**src/rtl/fetch_unit.sv**
```systemverilog
// fetch_unit: RV32 fetch stage with credit-gated in-order imem requests and a PC/instruction queue.
// Optional: FETCH_MISALIGN_CHECK_EN adds the sticky fetch_misalign flag. Rev 1.0
`default_nettype none

module fetch_unit #(
  parameter logic [31:0] RESET_PC = 32'h0000_0000,
  parameter int          QDEPTH   = 2
) (
  input  logic        clk,
  input  logic        rst_n,
  input  logic [31:0] PC_In,
  input  logic        redirect,
  output logic [31:0] PCF,
  output logic        imem_req_valid,
  input  logic        imem_req_ready,
  output logic [31:0] imem_req_addr,
  input  logic        imem_rsp_valid,
  input  logic [31:0] imem_rsp_data,
  output logic        InstrD_valid,
  output logic [31:0] InstrD,
  output logic [31:0] PCD,
  input  logic        id_ready
`ifdef FETCH_MISALIGN_CHECK_EN
  ,
  output logic        fetch_misalign
`endif
);

  localparam int               c_AW     = $clog2(QDEPTH);
  localparam logic [c_AW+1:0]  c_QDEPTH = (c_AW+2)'(QDEPTH);

  logic [31:0]   r_pcf;
  logic [31:0]   r_if_pc   [QDEPTH];
  logic [c_AW-1:0] r_if_wp, r_if_rp;
  logic [c_AW:0] r_if_cnt;
  logic [31:0]   r_q_pc    [QDEPTH];
  logic [31:0]   r_q_instr [QDEPTH];
  logic [c_AW-1:0] r_q_wp, r_q_rp;
  logic [c_AW:0] r_q_cnt;
  logic [c_AW:0] r_drop_cnt;

  logic [c_AW+1:0] w_occ;
  logic            w_mis_block;
  logic            w_pc_bad;
  logic            w_issue;
  logic            w_load;
  logic            w_pop;
  logic            w_push;
  logic [c_AW:0]   w_issue_n, w_rsp_n, w_push_n, w_pop_n;

`ifdef FETCH_MISALIGN_CHECK_EN
  logic r_misalign;

  always_ff @(posedge clk) begin
    if (!rst_n) begin
      r_misalign <= 1'b0;
    end else if (w_load && w_pc_bad) begin
      r_misalign <= 1'b1;
    end
  end

  assign fetch_misalign = r_misalign;
  assign w_mis_block    = r_misalign;
  assign w_pc_bad       = (PC_In[1:0] != 2'b00);
`else
  assign w_mis_block    = 1'b0;
  assign w_pc_bad       = 1'b0;
`endif

  // Credit covers both in-flight and queued entries, so a kept response always has a slot.
  assign w_occ          = {1'b0, r_if_cnt} + {1'b0, r_q_cnt};
  assign imem_req_valid = rst_n && (w_occ < c_QDEPTH) && !redirect && !w_mis_block;
  assign imem_req_addr  = r_pcf;
  assign PCF            = r_pcf;

  assign w_issue = imem_req_valid && imem_req_ready;
  assign w_load  = w_issue || redirect;
  assign w_pop   = InstrD_valid && id_ready;
  assign w_push  = imem_rsp_valid && !redirect && (r_drop_cnt == '0);

  assign w_issue_n = {{c_AW{1'b0}}, w_issue};
  assign w_rsp_n   = {{c_AW{1'b0}}, imem_rsp_valid};
  assign w_push_n  = {{c_AW{1'b0}}, w_push};
  assign w_pop_n   = {{c_AW{1'b0}}, w_pop};

  assign InstrD_valid = (r_q_cnt != '0);
  assign InstrD       = r_q_instr[r_q_rp];
  assign PCD          = r_q_pc[r_q_rp];

  always_ff @(posedge clk) begin
    if (!rst_n) begin
      r_pcf      <= RESET_PC;
      r_if_wp    <= '0;
      r_if_rp    <= '0;
      r_if_cnt   <= '0;
      r_q_wp     <= '0;
      r_q_rp     <= '0;
      r_q_cnt    <= '0;
      r_drop_cnt <= '0;
      for (int i = 0; i < QDEPTH; i++) begin
        r_if_pc[i]   <= '0;
        r_q_pc[i]    <= '0;
        r_q_instr[i] <= '0;
      end
    end else begin
      if (w_load && !w_pc_bad) begin
        r_pcf <= PC_In;
      end

      if (w_issue) begin
        r_if_pc[r_if_wp] <= r_pcf;
        r_if_wp          <= r_if_wp + 1'b1;
      end
      if (imem_rsp_valid) begin
        r_if_rp <= r_if_rp + 1'b1;
      end
      r_if_cnt <= r_if_cnt + w_issue_n - w_rsp_n;

      // Everything still outstanding at a redirect belongs to the squashed path.
      if (redirect) begin
        r_drop_cnt <= r_if_cnt - w_rsp_n;
      end else if (imem_rsp_valid && (r_drop_cnt != '0)) begin
        r_drop_cnt <= r_drop_cnt - 1'b1;
      end

      if (w_push) begin
        r_q_pc[r_q_wp]    <= r_if_pc[r_if_rp];
        r_q_instr[r_q_wp] <= imem_rsp_data;
      end
      if (redirect) begin
        r_q_wp  <= '0;
        r_q_rp  <= '0;
        r_q_cnt <= '0;
      end else begin
        if (w_push) r_q_wp <= r_q_wp + 1'b1;
        if (w_pop)  r_q_rp <= r_q_rp + 1'b1;
        r_q_cnt <= r_q_cnt + w_push_n - w_pop_n;
      end
    end
  end

endmodule

`default_nettype wire

```
**config.mk**
```make
export PLATFORM = sky130hd
export DESIGN_NAME = fetch_unit
export DESIGN_NICKNAME = d
export VERILOG_FILES = /design/src/rtl/fetch_unit.sv
export SDC_FILE = /design/constraint.sdc
export NUM_CORES = 1
export LEC_CHECK = 0
export ABC_CLOCK_PERIOD_IN_PS = 13200
export BUFFER_PORTS_ARGS = -buffer_cell sky130_fd_sc_hd__buf_2
export CORE_ASPECT_RATIO = 1.25
export CORE_MARGIN = 1.5
export CORE_UTILIZATION = 59
export DETAILED_ROUTE_END_ITERATION = 8
export GPL_TIMING_DRIVEN = 1
export PLACE_DENSITY = 0.86
export SETUP_SLACK_MARGIN = 0.1
export SYNTH_ARGS = -nofsm -noshare
export SYNTH_HDL_FRONTEND = slang
export SYNTH_SLANG_ARGS = --single-unit
```
**constraint.sdc**
```tcl
create_clock -name clk -period 13.2 [get_ports clk]
set_clock_uncertainty 0.2 [all_clocks]
set_input_delay 2.64 -clock clk [delete_from_list [all_inputs] [get_ports clk]]
set_output_delay 2.64 -clock clk [all_outputs]
set_load 0.02 [all_outputs]
```
# Word level (Yosys, flattened, before mapping)
# Memory sizes are Yosys's and may differ from the RTL's. A register that Yosys moved wholly into a read port is not among the register bits.
# Cells that the tools add are included.
[totals]
ramBits = 192
wordCells = 65
out_inout_bits = 130
rom_bits = 0
memories = 3
reg_bits = 42
latchBits = 0
[memory_table]
columns = ["name", "words", "word_bits", "read_ports", "rd_clocked_by_memory_dff", "wr", "line", "rtl"]
rows = [
  ["r_if_pc", 2, 32, 1, 1, 2, "33", "logic [31:0] r_if_pc [QDEPTH];"],
  ["r_q_instr", 2, 32, 1, 1, 2, "37", "logic [31:0] r_q_instr [QDEPTH];"],
  ["r_q_pc", 2, 32, 1, 1, 2, "36", "logic [31:0] r_q_pc [QDEPTH];"],
]
[classes]
n_bitwise = 1
div_mod_pow = 0
eq_ne = 0
shifts = 0
mux = 24
magnitude_cmp = 1
mul = 0
n_reduce_logical = 17
n_addsub = 11
[ops]
columns = ["operator", "n"]
rows = [
  ["32-bit two-way mux", 3],
  ["32-bit OR reduction", 3],
  ["1-bit two-way mux", 19],
  ["1-bit logical AND", 7],
  ["2-bit nonzero test", 3],
  ["2-bit by 1-bit subtractor with 2-bit output", 3],
  ["1-bit adder (second input constant)", 4],
  ["2-bit by 1-bit adder with 2-bit output", 2],
  ["2-bit two-way mux", 2],
  ["2-bit by 2-bit adder with 3-bit output", 1],
  ["3-bit by 2-bit less-than comparator with 1-bit output (second input constant)", 1],
  ["2-bit zero test", 1],
  ["2-bit OR reduction", 1],
  ["2-bit by 1-bit subtractor with 2-bit output (second input constant)", 1],
  ["1-bit zero test", 1],
  ["1-bit logical OR", 1],
  ["1-bit NOT", 1],
]

# Logic depth before layout (Yosys ltp)
# Gate-level depths: netlist of the first run.
[logic_depth]
word_depth = 10
mapped_depth = 9
depth_no_buf = 9

# Worst setup path after synthesis of the first run
# OpenSTA, ideal clock, no wires.
[synth_timing]
kind = "in2reg"
start = "input port redirect"
end = "memory r_q_instr[0][0], enable pin"
stages = 3
setup_slack_ps = 4975
arrival_time_ps = 7450
path_buffers = 1
cell_sequence = "buf_6 -> nand3b_1 -> o21ai_0"
[synth_lines]
columns = ["item", "line", "rtl"]
rows = [
  ["start, declared", "12", "input logic redirect,"],
  ["end, declared", "37", ""],
]

# Final worst setup path of the first run
[layout_timing]
start = "input port rst_n"
end = "output port imem_req_valid"
[layout_via]
elab_chain_cells = 2
[layout_rtl]
columns = ["item", "line", "rtl"]
rows = [
  ["start, declared", "10", "input logic rst_n,"],
  ["1-bit logical AND (2 in series)", "72", "assign imem_req_valid = rst_n && (w_occ < c_QDEPTH) && !redirect && !w_mis_block;"],
  ["end, declared", "14", "output logic imem_req_valid,"],
]
# No other way between the ends.

==> results.json, run 1 <==
{
  "busiest_layer": "met2",
  "clockBufferDepth": 3,
  "io_pins": 200,
  "use_met3": 0.0242,
  "slew_headroom": 0.266,
  "ys_warn_count": 0,
  "ys_seq_area_frac": 0.649,
  "wire_per_inst_um": 15.6,
  "drv_slew": 0,
  "ys.flop_type": "edfxtp_1",
  "dieArea_um2": 18200,
  "fin_setup_tns_ns": 0,
  "leakage_uw": 0.00497,
  "ys_seq_elements": 236,
  "vias_per_cell": 5.14,
  "min_period_ns": 6.77,
  "cp_max_fo": 76,
  "rsz0062_at_grt": "no",
  "die_w_um": 121,
  "max_freq_ghz": 0.148,
  "gr-total-overflow": 0,
  "fin_nets": 992,
  "hp-start": "PCF[1]",
  "numCtsBuffers": 22,
  "ys_types": 33,
  "maxCapViolCount": 0,
  "hold_viol_final": 0,
  "diodes": 0,
  "gr-usage-met1": 0.259,
  "initial_core_util": 0.605,
  "grt_antenna_before_repair": 0,
  "portBuffers": 199,
  "whs_ns": 0.296,
  "critPathKind": "input pin to primary output",
  "avgSynthCellArea_um2": 13.5,
  "cts-root-buf": "clkbuf_16",
  "timing.rr.end": "r_if_pc[1][4]",
  "drive_gt1_frac": 0.340,
  "startpoint": "rst_n",
  "cts_tree": "yes",
  "start_kind": "input pin",
  "area_growth_pct": 15.2,
  "coreArea_um2": 16900,
  "grt_pass1_wl_um": 28100,
  "crit_arrival_ns": 3.93,
  "r2r-start": "r_q_cnt[0]",
  "hold-path-endpoint": "PCF[1]",
  "dpl.hpwl_um": 11700,
  "clk_pin_slew_worst_paths_ns": 0.06,
  "ir_drop_v": 0.000108,
  "fill_cells": 1177,
  "rows": 53,
  "tightest_slew_ns": 1.10,
  "track_usage": 0.194,
  "first_global_vias": 5685,
  "r2r_slack_ns": 10.30,
  "ctsHoldBuffers": 0,
  "place.gp.congestion": 0.736,
  "endpoint_kind": "primary output",
  "hold_depth": 2,
  "synth_area_um2": 10200,
  "die_h_um": 150,
  "firstDrtPassIters": 6,
  "synth_edf_count": 192,
  "drtIter0Drc": 332,
  "final_antenna_net_count": 0,
  "synthCells": 757,
  "clk_latency_ns": 0.50,
  "reg2reg_depth": 6,
  "min_period_over_period": 0.513,
  "htree_levels": 1,
  "wl_um": 18000,
  "power_density_nw_per_um2": 139,
  "dr_total_vias": 5913,
  "min_path_type": "flop to flop",
  "async_flop_share": 0,
  "grtUsageMet2": 0.337,
  "crit_required_ns": 10.36,
  "synth_fp_nets": 834,
  "post-cts-setup-buffers": 0,
  "status": "completed",
  "finalSetupViolCount": 0,
  "grt_max_degree": 77,
  "ctsResizeCount": 0,
  "cts.sinks": 236,
  "drc": 0
}
==> cells by family (layout without fill, tap and decap cells) <==
kind of cell,count (synthesis),in the layout,share of synthesized area
compound gates,7,7,0.00538
xor+xnor,8,8,0.00684
flops,236,236,0.649
fa+ha+maj,7,7,0.00929
simple gates,288,288,0.146
buf+inv,82,256,0.0496
mux,129,129,0.134
==> metal layers <==
| metal | share of wire | vias up |
|---|---|---|
| li1 | - | 2887 |
| met1 | 0.43 | 2814 |
| met2 | 0.50 | 189 |
| met3 | 0.052 | 23 |
| met4 | 0.015 | 0 |
| met5 | 0 | - |
==> through the flow <==
step / std cells / setup WS (ns) / util / cell area [um^2] / total power [uW]
after floorplan: 757 / 4.98 / - / 10200 / 1030
after global placement: 1111 / 6.42 / 0.658 / 11100 / 1070
after detailed placement: 1111 / 6.41 / 0.658 / 11100 / 1080
final: 1151 / 6.43 / 0.698 / 11800 / 1640
after CTS: 1151 / 6.41 / 0.698 / 11800 / 1660
after global routing: 1151 / 6.29 / 0.698 / 11800 / 1710
==> final cells by class <==
| type | count | area [um^2] | share of cell area |
|---|---|---|---|
| Tap cell | 220 | 275 | 0.0233 |
| Multi-Input combinational cell | 439 | 3120 | 0.264 |
| Clock buffer | 33 | 633 | 0.0537 |
| Timing Repair Buffer | 208 | 1060 | 0.0901 |
| Sequential cell | 236 | 6650 | 0.564 |
| Inverter | 8 | 30.0 | 0.00255 |
| Clock inverter | 7 | 31.3 | 0.00265 |
==> worst max path at each step <==
stage / endpoint / slack (ns)
2_1_floorplan: r_q_instr[0][0] / 4.98
3_3_place_gp: imem_req_valid / 6.42
3_5_place_dp: imem_req_valid / 6.41
4_1_cts: imem_req_valid / 6.41
5_1_grt: imem_req_valid / 6.29
6_report: imem_req_valid / 6.43
==> sequential cells by signal, summed over array words and instances, names as in the netlist, named ones only <==
signal / flops
r_if_pc: 64
r_q_instr: 64
r_q_pc: 64
PCF: 32
r_drop_cnt: 2
r_if_cnt: 2
r_q_cnt: 2
r_if_rp: 1
r_if_wp: 1
r_q_rp: 1
r_q_wp: 1
==> cell usage in the layout, fill, tap and decap left out <==
cell / n
buf_2: 199
edfxtp_1: 192
and2_1: 128
nor2_1: 73
nand2_1: 68
mux2i_1: 65
mux2_2: 64
dfxtp_1: 42
clkbuf_16: 23
buf_4: 9
inv_1: 8
clkbuf_1: 8
xnor2_1: 6
ha_1: 6
nand2b_1: 4
clkinv_2: 4
and2_2: 3
clkinv_1: 3
nor2_2: 2
xor2_1: 2
a211oi_1: 2
dfxtp_2: 2
clkbuf_8: 2
o21a_1: 1
nor4b_4: 1
nand3b_1: 1
o21ai_4: 1
o21ai_2: 1
and3_4: 1
or2_2: 1
nand4b_4: 1
or2_1: 1
nand2_2: 1
and3b_4: 1
a31oi_4: 1
o211a_1: 1
nor3_1: 1
nor3b_1: 1
fa_1: 1
==> where the power goes <==
group          internal, uW  total (uW)  switching [uW]
clock                   331         581             250
sequential              852         877            25.6
combinational          72.0         187             115
total                  1250        1640             390
==> worst max-delay path: stages <==
cell and delay, ns:
buf_2 0.07, buf_4 0.58, nor4b_4 0.40, buf_2 0.23
==> Yosys cell counts, types with 6 or more instances <==
master	number	area, um^2
buf_6	7	78.8
mux2_2	64	721
and2_1	128	801
nand2_1	69	259
inv_1	8	30.0
edfxtp_1	192	5770
clkbuf_1	13	48.8
dfxtp_1	44	881
mux2i_1	65	651
buf_1	6	22.5
buf_4	35	263
buf_2	13	65.1
nor2_1	75	282
xnor2_1	6	52.6
ha_1	6	75.1
Power figures use the tool's default switching activity.
==> run 2: changes to the inputs <==
--- a/config.mk
+++ b/config.mk
@@ -5,14 +5,15 @@
 export SDC_FILE = /design/constraint.sdc
 export NUM_CORES = 1
 export LEC_CHECK = 0
-export ABC_CLOCK_PERIOD_IN_PS = 13200
+export ABC_AREA = 1
+export ABC_CLOCK_PERIOD_IN_PS = 5700
 export BUFFER_PORTS_ARGS = -buffer_cell sky130_fd_sc_hd__buf_2
 export CORE_ASPECT_RATIO = 1.25
 export CORE_MARGIN = 1.5
-export CORE_UTILIZATION = 59
+export CORE_UTILIZATION = 50
 export DETAILED_ROUTE_END_ITERATION = 8
 export GPL_TIMING_DRIVEN = 1
-export PLACE_DENSITY = 0.86
+export PLACE_DENSITY = 0.78
 export SETUP_SLACK_MARGIN = 0.1
 export SYNTH_ARGS = -nofsm -noshare
 export SYNTH_HDL_FRONTEND = slang
==> constraint.sdc (replaced) <==
create_clock -name clk -period 5.7 [get_ports clk]
set_clock_uncertainty 0.2 [all_clocks]
set_input_delay 1.14 -clock clk [delete_from_list [all_inputs] [get_ports clk]]
set_output_delay 1.14 -clock clk [all_outputs]
set_load 0.02 [all_outputs]
==> run 2 against run 1 <==
Net effect:
- setup slack lost 4.6 ns
- synthesized cell count grew 16%
- total power increased by 140%
- global-route usage shrank 2.1 points
- utilization decreased by 10 points
- worst hold slack lost 0.012 ns
- flip-flop and latch count unchanged
- sequential share of layout area down 0.26 points
- via count is 7.8% higher
- clock power grew to 2.7 times the previous value
- critical path type is now flop to primary output
- critical endpoint is now InstrD[13]
- largest cell class unchanged
- highest routed layer unchanged
==> results.json, run 2 <==
{
  "place.gp.congestion": 0.733,
  "slew_headroom": 0.334,
  "hold_viol_final": 0,
  "synth_edf_count": 192,
  "htree_levels": 1,
  "min_period_ns": 3.88,
  "cp_num_buf_inv": 2,
  "critPathTopFamily": "flip-flops",
  "drive_gt1_frac": 0.308,
  "ys_types": 28,
  "diodes": 0,
  "grt_pass1_wl_um": 29000,
  "final_cell_mix": "nor2_1, buf_2, edfxtp_1",
  "firstDrtPassIters": 4,
  "finalSetupViolCount": 0,
  "cts_tree": "yes",
  "wl_um": 18700,
  "ctsHoldBuffers": 0,
  "ys.flop_type": "edfxtp_1",
  "track_usage": 0.173,
  "wire_per_inst_um": 14.2,
  "fin_nets": 1104,
  "power.total_uw": 3990,
  "rows": 58,
  "dr_total_vias": 6373,
  "leakage_uw": 0.00517,
  "ys_warn_count": 0,
  "cpPeakStageDelay_ns": 0.99,
  "endpoint_kind": "primary output",
  "ys_seq_elements": 236,
  "hp-start": "r_q_rp",
  "numCtsBuffers": 23,
  "die_w_um": 130,
  "synth_area_um2": 10100,
  "synthCells": 876,
  "crit_arrival_ns": 2.54,
  "crit_required_ns": 4.36,
  "final_antenna_net_count": 0,
  "dpl.hpwl_um": 11700,
  "post-cts-setup-buffers": 0,
  "cp_max_fo": 40,
  "slowest_stage": "dfxtp_2",
  "min_period_over_period": 0.680,
  "max_freq_ghz": 0.258,
  "cts-root-buf": "clkbuf_16",
  "min_path_type": "flop to flop",
  "layout_commonest_cell": "nor2_1",
  "cts.sinks": 236,
  "synth.most_common_cell": "nor2_1",
  "vias_per_cell": 4.85,
  "drv_slew": 0,
  "power_density_nw_per_um2": 336,
  "grt_max_degree": 70,
  "drc": 0,
  "synth_top_area_share": 0.570,
  "async_flop_share": 0,
  "tightest_slew_ns": 0.999,
  "initial_core_util": 0.507,
  "clk_pin_slew_worst_paths_ns": 0.06,
  "clk_latency_ns": 0.51,
  "fill_cells": 1609,
  "fin_setup_tns_ns": 0,
  "top_regs": "r_if_pc: 64 flops, r_q_instr: 64 flops, r_q_pc: 64 flops",
  "crit_chain": "buf_4, mux2_2, buf_2",
  "synthTopCellsByCount": "nor2_1, edfxtp_1, inv_1",
  "first_global_vias": 6098,
  "ctsResizeCount": 0,
  "critPathKind": "flop to primary output",
  "ys_seq_area_frac": 0.657,
  "clockBufferDepth": 3,
  "area_growth_pct": 17.1,
  "regArea_um2": 6650,
  "dieArea_um2": 21100,
  "drtIter0Drc": 293,
  "ir_drop_v": 0.000255,
  "grt_antenna_before_repair": 0,
  "netlist_top_cells_area": "edfxtp_1, dfxtp_1, nor2_1",
  "status": "completed",
  "synth_top_area_cell": "edfxtp_1",
  "maxCapViolCount": 0,
  "multi_input_area_um2": 2710,
  "gr-total-overflow": 0,
  "start_kind": "flop",
  "r2r-start": "r_if_cnt[0]",
  "portBuffers": 199,
  "coreArea_um2": 20000,
  "io_pins": 200,
  "avgSynthCellArea_um2": 11.6,
  "synth_fp_nets": 953,
  "rsz0062_at_grt": "no",
  "die_h_um": 162
}
run 2: cell types whose count changed in the layout (fill, tap and decap cells not counted), moves of 3 or more:
cell and delta:
a21oi_1 +40, and2_1 -128, and2_2 -3, bufinv_16 +3, clkbuf_1 -3, inv_1 +72, mux2i_1 -33, nand2_1 -22
nand2b_1 -4, nand3_1 +36, nor2_1 +160, xnor2_1 -4
run 2: metrics by stage:
stage | setup slack (ns) | utilization | hold slack [ns] | cells | area [um^2]
2_1_floorplan | 1.89 | - | 0.247 | 876 | 10100
3_3_place_gp | 1.85 | 0.554 | 0.260 | 1272 | 11100
3_5_place_dp | 1.80 | 0.554 | 0.286 | 1272 | 11100
4_1_cts | 1.76 | 0.594 | 0.293 | 1314 | 11900
5_1_grt | 1.69 | 0.594 | 0.301 | 1314 | 11900
6_report | 1.82 | 0.594 | 0.284 | 1314 | 11900
run 2: worst paths after layout:
check | slack, ns | cells after the start | endpoint
worst max-delay path | 1.82 | 3 | InstrD[13]
worst min-delay path | 0.28 | 2 | flop
worst max register to register | 2.67 | 8 | r_if_pc[1][29]
worst min register to register | 0.28 | 2 | flop
run 2: tightest hold or removal path, stage by stage (launching register included):
cell and delay, ns:
dfxtp_1 0.30, inv_1 0.07, a21oi_1 0.08
run 2: layout make-up:
type	count	area share
clock inverters	10	0.0108
clock buffers	32	0.0557
well taps	270	0.0285
multi-input cells	476	0.228
flip-flops and latches	236	0.561
inverters	82	0.0260
repair buffers	208	0.0897
run 2: report_power, final:
part | switching [uW] | internal [uW]
combinational | 275 | 148
clock | 610 | 947
sequential | 46.4 | 1960
run 2: kinds of logic after synthesis:
logic type | Yosys count | synth area share
AO/OA/AOI/OAI | 42 | 0.0208
XOR/XNOR | 3 | 0.00260
adder cells (fa/ha/maj) | 7 | 0.00939
buffers and inverters | 164 | 0.0781
flip-flops | 236 | 0.657
multiplexers | 96 | 0.103
AND/OR/NAND/NOR | 328 | 0.130
run 2: per-layer routing:
layer  GRT usage  routed length, um
met1       0.223               8110
met5           0                  0
met3      0.0237                983
met4      0.0520                297
met2       0.300               9280
==> run 3: changes to the inputs <==
--- a/config.mk
+++ b/config.mk
@@ -6,7 +6,7 @@
 export NUM_CORES = 1
 export LEC_CHECK = 0
 export ABC_AREA = 1
-export ABC_CLOCK_PERIOD_IN_PS = 5700
+export ABC_CLOCK_PERIOD_IN_PS = 3370
 export BUFFER_PORTS_ARGS = -buffer_cell sky130_fd_sc_hd__buf_2
 export CORE_ASPECT_RATIO = 1.25
 export CORE_MARGIN = 1.5
==> constraint.sdc (replaced) <==
create_clock -name clk -period 3.37 [get_ports clk]
set_clock_uncertainty 0.2 [all_clocks]
set_input_delay 0.674 -clock clk [delete_from_list [all_inputs] [get_ports clk]]
set_output_delay 0.674 -clock clk [all_outputs]
set_load 0.02 [all_outputs]
==> run 3 against run 2 <==
Net effect:
- count of clock-buffer cells in the layout decreased by 7
- critical path depth is the same
- global-route usage rose by 0.34 points
- via count is 0.38% higher
- final area increased by 0.16%
- critical endpoint unchanged
- largest cell class unchanged
- largest power group unchanged
==> results.json, run 3 (synthesis results as in run 2) <==
{
  "status": "completed",
  "min_period_over_period": 0.849,
  "initial_core_util": 0.507,
  "slew_headroom": 0.345,
  "power.total_uw": 6630,
  "top_regs": "r_if_pc: 64 flops, r_q_instr: 64 flops, r_q_pc: 64 flops",
  "htree_levels": 1,
  "finalSetupViolCount": 0,
  "layout_commonest_cell": "nor2_1",
  "cts-root-buf": "clkbuf_16",
  "post-cts-setup-buffers": 0,
  "timing.rr.end": "r_if_cnt[1]",
  "place.gp.congestion": 0.754,
  "max_freq_ghz": 0.349,
  "cts_tree": "yes",
  "cp_max_fo": 25,
  "whs_ns": 0.194,
  "power_density_nw_per_um2": 559,
  "reg2reg_depth": 10,
  "dr_total_vias": 6397,
  "cpPeakStageDelay_ns": 0.70,
  "dieArea_um2": 21100,
  "r2r-start": "r_if_cnt[1]",
  "clk_pin_slew_worst_paths_ns": 0.06,
  "drtIter0Drc": 234,
  "fin_nets": 1108,
  "crit_chain": "buf_12, mux2_2, buf_2",
  "endpoint_kind": "primary output",
  "die_w_um": 130,
  "grt_pass1_wl_um": 29400,
  "rows": 58,
  "firstDrtPassIters": 5,
  "rsz0062_at_grt": "no",
  "cts.sinks": 236,
  "die_h_um": 162,
  "wl_um": 19100,
  "vias_per_cell": 4.86,
  "final_cell_mix": "nor2_1, buf_2, edfxtp_1",
  "place_area_um2": 11100,
  "regArea_um2": 6650,
  "hold_viol_final": 0,
  "track_usage": 0.176,
  "grt_antenna_before_repair": 0,
  "fin_setup_tns_ns": 0,
  "min_period_ns": 2.86,
  "drive_gt1_frac": 0.310,
  "wire_per_inst_um": 14.5,
  "hold-path-endpoint": "PCF[20]",
  "ir_drop_v": 0.000414,
  "hp-start": "PC_In[20]",
  "numCtsBuffers": 23,
  "final_antenna_net_count": 0,
  "drv_slew": 0,
  "io_pins": 200,
  "ctsHoldBuffers": 0,
  "r2r_slack_ns": 0.97,
  "area_growth_pct": 17.3,
  "ctsResizeCount": 0,
  "maxCapViolCount": 0,
  "multi_input_area_um2": 2710,
  "first_global_vias": 6138,
  "crit_arrival_ns": 1.99,
  "min_path_type": "input pin to flop",
  "crit_required_ns": 2.50,
  "start_kind": "flop",
  "drc": 0,
  "tightest_slew_ns": 0.983,
  "hold_depth": 3,
  "clk_latency_ns": 0.49,
  "clockBufferDepth": 3,
  "grt_max_degree": 70,
  "gr-total-overflow": 0,
  "coreArea_um2": 20000,
  "slowest_stage": "dfxtp_2",
  "critPathKind": "flop to primary output",
  "leakage_uw": 0.00517,
  "portBuffers": 199,
  "fill_cells": 1565,
  "diodes": 0,
  "stdcell_area_um2": 11900,
  "dpl.hpwl_um": 12000
}
==> run 3: cell type report <==
cell class	count	share of cell area
repair buffers	212	0.0953
inverters	82	0.0259
clock inverters	16	0.0132
clock buffers	25	0.0491
well taps	270	0.0285
flip-flops and latches	236	0.560
multi-input cells	476	0.228
==> run 3: worst max path at each step <==
stage | slack, ns | cells past startpoint | startpoint | endpoint
floorplan | 0.41 | 7 | r_if_cnt[0] | r_if_pc[0][0]
global placement | 0.95 | 7 | rst_n | r_if_pc[0][25]
detailed placement | 0.89 | 7 | rst_n | r_if_pc[0][28]
CTS | 0.46 | 3 | flop | InstrD[13]
global route | 0.40 | 3 | flop | InstrD[15]
finish | 0.51 | 3 | flop | InstrD[13]
==> run 3: per-stage QoR <==
stage	std cells	utilization	worst slack (ns)
2_1_floorplan	876	-	0.414
3_3_place_gp	1276	0.558	0.948
3_5_place_dp	1276	0.558	0.889
4_1_cts	1317	0.595	0.457
5_1_grt	1317	0.595	0.402
6_report	1317	0.595	0.508
==> run 3: worst max-delay path, delay by kind of cell (launching register included) <==
family,cells,cell delay [ns]
muxes,1,0.36
buffers and inverters,2,0.42
DFF,1,0.70
==> run 3: layer usage <==
| metal | vias up | part of all wire | track usage |
|---|---|---|---|
| met5 | - | 0 | 0 |
| met4 | 0 | 0.018 | 0.0520 |
| met3 | 25 | 0.048 | 0.0277 |
| met2 | 169 | 0.51 | 0.309 |
| met1 | 3015 | 0.42 | 0.223 |
| li1 | 3188 | - | - |
==> run 3: power by group <==
group,total [uW],switching (uW),internal (uW),leakage [uW]
Combinational,725,469,256,0.00245
Sequential,3390,78.7,3320,0.00236
Clock,2510,1030,1480,0.000366
